[src/rtl/mem_writer_pkg.sv]
// Shared types and helpers for the memory stream writer/reader family.
// No logic of its own; the wrap helper is used wherever an address advances.
// Not applicable for backpressure: package only.
package mem_writer_pkg;

    typedef enum logic {
        IDLE = 1'b0,
        BUSY = 1'b1
    } state_t;

    // Explicit compare against the last word so DEPTH need not be a power of two.
    function automatic int unsigned next_addr(input int unsigned addr, input int unsigned depth);
        return (addr == depth - 1) ? 0 : addr + 1;
    endfunction

endpackage

[src/rtl/mem_addr_counter.sv]
// Loadable memory address register with wrap at DEPTH-1 and an increment enable.
// Latency: load/increment take effect on the next rising edge.
// Backpressure: none; the owner gates inc with its own handshake.
module mem_addr_counter #(
    parameter int DEPTH = 4,
    localparam int AW = (DEPTH > 1) ? $clog2(DEPTH) : 1
) (
    input  logic          clk,
    input  logic          rst,
    input  logic          load,
    input  logic [AW-1:0] load_addr,
    input  logic          inc,
    output logic [AW-1:0] addr
);
    import mem_writer_pkg::*;

    logic [31:0]   load_ext;
    logic [AW-1:0] load_mod;

    // load_addr < 2^AW < 2*DEPTH, so a single subtract is a full modulo.
    assign load_ext = 32'(load_addr);
    assign load_mod = (load_ext >= 32'(DEPTH)) ? AW'(load_ext - 32'(DEPTH)) : load_addr;

    always_ff @(posedge clk or posedge rst) begin
        if (rst) begin
            addr <= '0;
        end else if (load) begin
            addr <= load_mod;
        end else if (inc) begin
            addr <= AW'(next_addr(32'(addr), DEPTH));
        end
    end

endmodule

[src/rtl/mem_stream_writer.sv]
// Writes a valid/ready word stream into consecutive memory words from BASE for LEN words.
// Latency: accepted beat appears on WEN/WADDR/WDATA one cycle later; 1 word/cycle sustained.
// Backpressure: IN_READY only while a transfer is active and not being aborted.
module mem_stream_writer #(
    parameter int WIDTH = 5,
    parameter int DEPTH = 4,
    localparam int AW = (DEPTH > 1) ? $clog2(DEPTH) : 1
) (
    input  logic             CLK,
    input  logic             ASYNCRESET,
    input  logic             START,
    input  logic [AW-1:0]    BASE,
    input  logic [AW:0]      LEN,
    input  logic             ABORT,
    input  logic             IN_VALID,
    input  logic [WIDTH-1:0] IN_DATA,
    output logic             IN_READY,
    output logic [AW-1:0]    WADDR,
    output logic [WIDTH-1:0] WDATA,
    output logic             WEN,
    output logic             BUSY,
    output logic             DONE
);
    import mem_writer_pkg::*;

    state_t        state;
    logic [AW:0]   remaining;
    logic [AW-1:0] cur_addr;
    logic          start_load;
    logic          beat;

    assign BUSY       = (state != IDLE);
    assign IN_READY   = BUSY & ~ABORT;
    assign beat       = IN_VALID & IN_READY;
    assign start_load = (state == IDLE) & START & (LEN != '0);

    mem_addr_counter #(.DEPTH(DEPTH)) u_addr (
        .clk       (CLK),
        .rst       (ASYNCRESET),
        .load      (start_load),
        .load_addr (BASE),
        .inc       (beat),
        .addr      (cur_addr)
    );

    always_ff @(posedge CLK or posedge ASYNCRESET) begin
        if (ASYNCRESET) begin
            state     <= IDLE;
            remaining <= '0;
            WEN       <= 1'b0;
            WADDR     <= '0;
            WDATA     <= '0;
            DONE      <= 1'b0;
        end else begin
            WEN  <= 1'b0;
            DONE <= 1'b0;
            if (state == IDLE) begin
                if (START) begin
                    // A zero-length request completes immediately without a write.
                    if (LEN == '0) begin
                        DONE <= 1'b1;
                    end else begin
                        remaining <= LEN;
                        state     <= mem_writer_pkg::BUSY;
                    end
                end
            end else begin
                if (ABORT) begin
                    state     <= IDLE;
                    remaining <= '0;
                end else if (beat) begin
                    WEN       <= 1'b1;
                    WADDR     <= cur_addr;
                    WDATA     <= IN_DATA;
                    remaining <= remaining - (AW+1)'(1);
                    if (remaining == (AW+1)'(1)) begin
                        DONE  <= 1'b1;
                        state <= IDLE;
                    end
                end
            end
        end
    end

endmodule

[config.mk]
export PLATFORM = sky130hd
export DESIGN_NAME = mem_stream_writer
export DESIGN_NICKNAME = d
export VERILOG_FILES = /design/src/rtl/mem_writer_pkg.sv /design/src/rtl/mem_addr_counter.sv /design/src/rtl/mem_stream_writer.sv
export SDC_FILE = /design/constraint.sdc
export NUM_CORES = 1
export LEC_CHECK = 0
export CAP_MARGIN = 20
export CORE_AREA = 3 3 53 55
export DETAILED_ROUTE_END_ITERATION = 7
export DIE_AREA = 0 0 56 58
export PLACE_DENSITY = 0.67
export SYNTH_ARGS = -nofsm -noshare
export SYNTH_HDL_FRONTEND = slang
export SYNTH_SLANG_ARGS = --single-unit
[constraint.sdc]
create_clock -name CLK -period 2 [get_ports CLK]
set_clock_uncertainty 0.1 [all_clocks]
set_input_delay 0.4 -clock CLK [delete_from_list [all_inputs] [get_ports CLK]]
set_output_delay 0.4 -clock CLK [all_outputs]
set_load 0.02 [all_outputs]
# Word level (Yosys, flattened, before mapping)
# Cells that the tools add are included.
# word_totals
output_inout_bits	11
reg_bits	15
in_bits	15
wordCells	51
# op_classes
bitwise	6
mux	24
order_cmp	1
addsub	3
reduce_logical	6
eq_ne	4
# ops
cell	count
$mux W1	15
$mux W3	5
$mux W2	4
$reduce_and A3 Y1	2
$and A1 B1 Y1	4
$reduce_bool A2 Y1	2
$eq A3 B1 Y1 const B	1
$ge A2 B3 Y1 const B	1
$logic_not A3 Y1	1
$ne A3 B2 Y1 const B	1
$reduce_bool A3 Y1	1
$sub A3 B1 Y3 const B	1
$add A2 B1 Y2 const B	1
$eq A2 B2 Y1 const B	1
$ne A2 B2 Y1 const B	1
$not A1 Y1	2
$sub A2 B1 Y2 const B	1

# Longest topological paths before layout
# logic_depth
depth_word	6
mapped_depth	5

# Modules after synthesis
# Synthesis repeated with hierarchy kept, for this count alone.
# hier_totals
cells_unflattened	62
area_unflattened_um2	762.0
# by_module_without_submodules
mod	area_each_um2	n_inst	cells_per_inst	seq_area_each_um2
mem_stream_writer	643.1	1	51	325.3
mem_addr_counter	118.9	1	11	50.0

# Worst setup path before layout
# No wires, ideal clock.
# synth_timing
path_type	register -> output
from	reg state, in the netlist BUSY
to	out IN_READY
slack_ps	555
stages_incl_launch_ff	3
n_path_buf	0
required_ps	1500
arrival_ps	945
path_cell_list	dfrtp_1 > or2b_1 > inv_1
# synth_between
elab_chain_len	1
# synth_rtl
element	line	source
from (decl)	mem_stream_writer.sv:26	state_t state;
from (signal assigned)	mem_stream_writer.sv:64	state <= mem_writer_pkg::BUSY;
$and A1 B1 Y1	mem_stream_writer.sv:33	assign IN_READY = BUSY & ~ABORT;
to (decl)	mem_stream_writer.sv:17	output logic IN_READY,
# No other way between the ends.

# Worst setup path in the final report
# layout_timing
from	in ABORT
to	out IN_READY
# layout_between
elab_chain_len	2
# layout_rtl
element	line	source
from (decl)	mem_stream_writer.sv:14	input logic ABORT,
$not A1 Y1 (no line)	n/a	
$and A1 B1 Y1	mem_stream_writer.sv:33	
# No other way between the ends.

==> metrics.md <==
| Metric | Value |
|---|---|
| Fillers | 242 |
| Global route total overflow | 0 |
| Largest net degree at the start of global routing | 16 |
| IR drop worst, VDD | 0.000547 V |
| Clk buf depth | 2 |
| Clock transition at path regs | 90 ps |
| Final period utilization | 93.3% |
| Fin worst setup slack | 134 ps |
| Pwr per Cell Area | 1110 nW/µm² |
| Layout Area Growth over Synthesis | 52.2% |
| CTS tree | yes |
| Pins Over Slew Limit | 0 |
| Ant. Diodes | 0 |
| DRC Markers | 0 |
| Yosys warning total | 0 |
| Most frequent cells in the layout | 24 x clkdlybuf4s50_1, 15 x dfrtp_1, 9 x inv_1 |
| Clock sink total | 15 |
| Synth unique cells | 22 |
| Hold Crit Class | in2async |
| Ports | 26 |
| Setup CP Type | in2out |
| I/O Buffers | 25 |
| Layout cell share with drive strength beyond 1 | 23.4% |
| Sequential-to-total area share from yosys stat | 52.9% |
| Worst path required time | 1500 ps |
| Critical-path top delay cell | clkdlybuf4s50_1 |
| Hold slack | 365 ps |
| Setup crit end kind | primary output |
| Htree depth | 1 |
| Synth Net Count | 77 |
| Status | completed |
| Fin nets | 113 |
| RePlAce Congestion | 0.752 |
| DR iter-0 viols | 7 |
| Chip height | 58 µm |
| Vias in the first global route | 555 |
| F_max | 536 MHz |
| Top delay family on crit path | buffers and inverters |
| Synth top area share | 52.9% |
| Initial DRT Pass Iterations | 4 |
| Post-DR vias/cell | 4.70 |
| Global Route Usage Sum | 10.3% |
| Post-DP HPWL | 1240 µm |
| Clock buffer count from CTS | 3 |
| Post-Syn Instances | 59 |
| Setup crit start kind | primary input |
| Worst Max-Slew Pin Slew | 558 ps |
| Avg WL per Cell | 12.4 µm |
| Top cells by area, synth | dfrtp_1 53%, mux2_2 13%, ha_1 5.3% |
| Commonest non-fill, non-tap cell in the layout | clkdlybuf4s50_1 |
| Clock Latency Late Sink | 280 ps |
| Crit path largest cell delay | 430 ps |
| Worst-path maximum fanout | 4 |
| Fin crit period | 1870 ps |
| Initial antenna violation count | 0 |
| CP Cell Sequence | clkdlybuf4s50_1, or2b_1, inv_1, buf_2 |
| RSZ-0062 raised after global routing | false |
| Critical Path AT | 1370 ps |
| Clock root cell | clkbuf_4 |
| Post-route ant nets | 0 |
| Seq cells post-synth | 15 |
| Mapped Area | 709 µm² |
| Vias | 583 |
| Post-CTS Hold Buffers | 0 |
| Avg Cell Area, Syn | 12.0 µm² |
| Row cnt | 18 |
| Die area | 3250 µm² |
| Post-Place Worst Slack | -302 ps |
| Cell taking the most area after synthesis | dfrtp_1 |
| Starting Density | 29.2% |
| Final setup vio count | 0 |
| Max cap viols | 0 |
| WP buf/inv | 3 |
| Die Wd | 56 µm |
| Drt total wl | 1540 µm |
| Final hold vios | 0 |
| Leakage | 0.493 nW |
| First-pass GRT wire length | 2620 µm |
| Core Area | 2430 µm² |
| Slew margin rel. | 62.7% |
## layer usage
metal	wire length, µm	part of all wire [%]	global-route usage (%)	vias to the layer above
li1	-	-	-	277
met3	142	9.2	2.67	0
met2	759	49	16.7	26
met5	0	0	0	-
met1	636	41	13.2	280
met4	0	0	4.07	0
## cell type report
| type | count | area (µm²) | area share [%] |
|---|---|---|---|
| repair buffers | 32 | 310 | 28.7 |
| clock inverters | 1 | 5.00 | 0.463 |
| clock buffers | 3 | 22.5 | 2.09 |
| well taps | 30 | 37.5 | 3.48 |
| multi-input cells | 34 | 295 | 27.3 |
| flip-flops and latches | 15 | 375 | 34.8 |
| inverters | 9 | 33.8 | 3.13 |
## cells by family after synthesis
kind of cell | after synthesis | synth area share [%]
compound gates | 8 | 7.76
xor+xnor | 1 | 1.23
fa+ha+maj | 3 | 5.29
buf+inv | 10 | 5.47
flops | 15 | 52.9
mux | 11 | 18.0
simple gates | 11 | 9.35
## worst reg2reg max path: stages, from the launching register on
cell      delay [ps]
dfrtp_1          380
buf_4            150
nand2b_1         220
o21ai_2          220
mux2_1           350
## through the flow
step | power (mW) | util (%) | setup TNS (ps) | std cells | instance area, µm²
2_1_floorplan | 0.792 | - | 0 | 59 | 709
3_3_place_gp | 1.03 | 43.5 | -298 | 120 | 1060
3_5_place_dp | 1.05 | 43.5 | -302 | 120 | 1060
4_1_cts | 1.22 | 44.7 | 0 | 124 | 1090
5_1_grt | 1.29 | 44.4 | 0 | 124 | 1080
6_report | 1.20 | 44.4 | 0 | 124 | 1080
## synth_stat cells, drive strengths merged
cell and count:
dfrtp 15, mux2 11, inv 9, ha 3
o21ai 3, nand2b 2, nor3 2, o22ai 2
or3 2, a31oi 1, buf 1, nand2 1
nand3 1, nand3b 1, nor3b 1, o221ai 1
o32ai 1, or2b 1, xnor2 1
## what timing repair did
action | in CTS | in global routing
buffers inserted | 0 | 0
endpoints found under the setup margin | 1 | 1
gates resized for setup | 3 | 1
## worst paths after layout
kind                            slack (ps)                        to                      from  cells past startpoint
worst max-delay path                   130                  IN_READY                     ABORT                      4
worst min-delay path                   370             WEN$_DFF_PP0_                ASYNCRESET                      2
worst max register to register         460  remaining[1]$_DFFE_PP0P_            BUSY$_DFF_PP0_                      4
worst min register to register         410  remaining[1]$_DFFE_PP0P_  remaining[1]$_DFFE_PP0P_                      1
max in group asynchronous             1060      WDATA[1]$_DFFE_PP0P_                ASYNCRESET                      2
min in group CLK                       410  remaining[1]$_DFFE_PP0P_  remaining[1]$_DFFE_PP0P_                      1
## where the power goes
group	switching (mW)	internal, mW
sequential	0.0657	0.416
combinational	0.245	0.307
clock	0.0947	0.0742
## state kept, by name, indices dropped and copies added, names as in the netlist
signal       flops
WADDR            2
WDATA            5
DONE             1
BUSY             1
remaining        3
u_addr.addr      2
WEN              1
No activity file was read; power rests on OpenSTA's default activity.
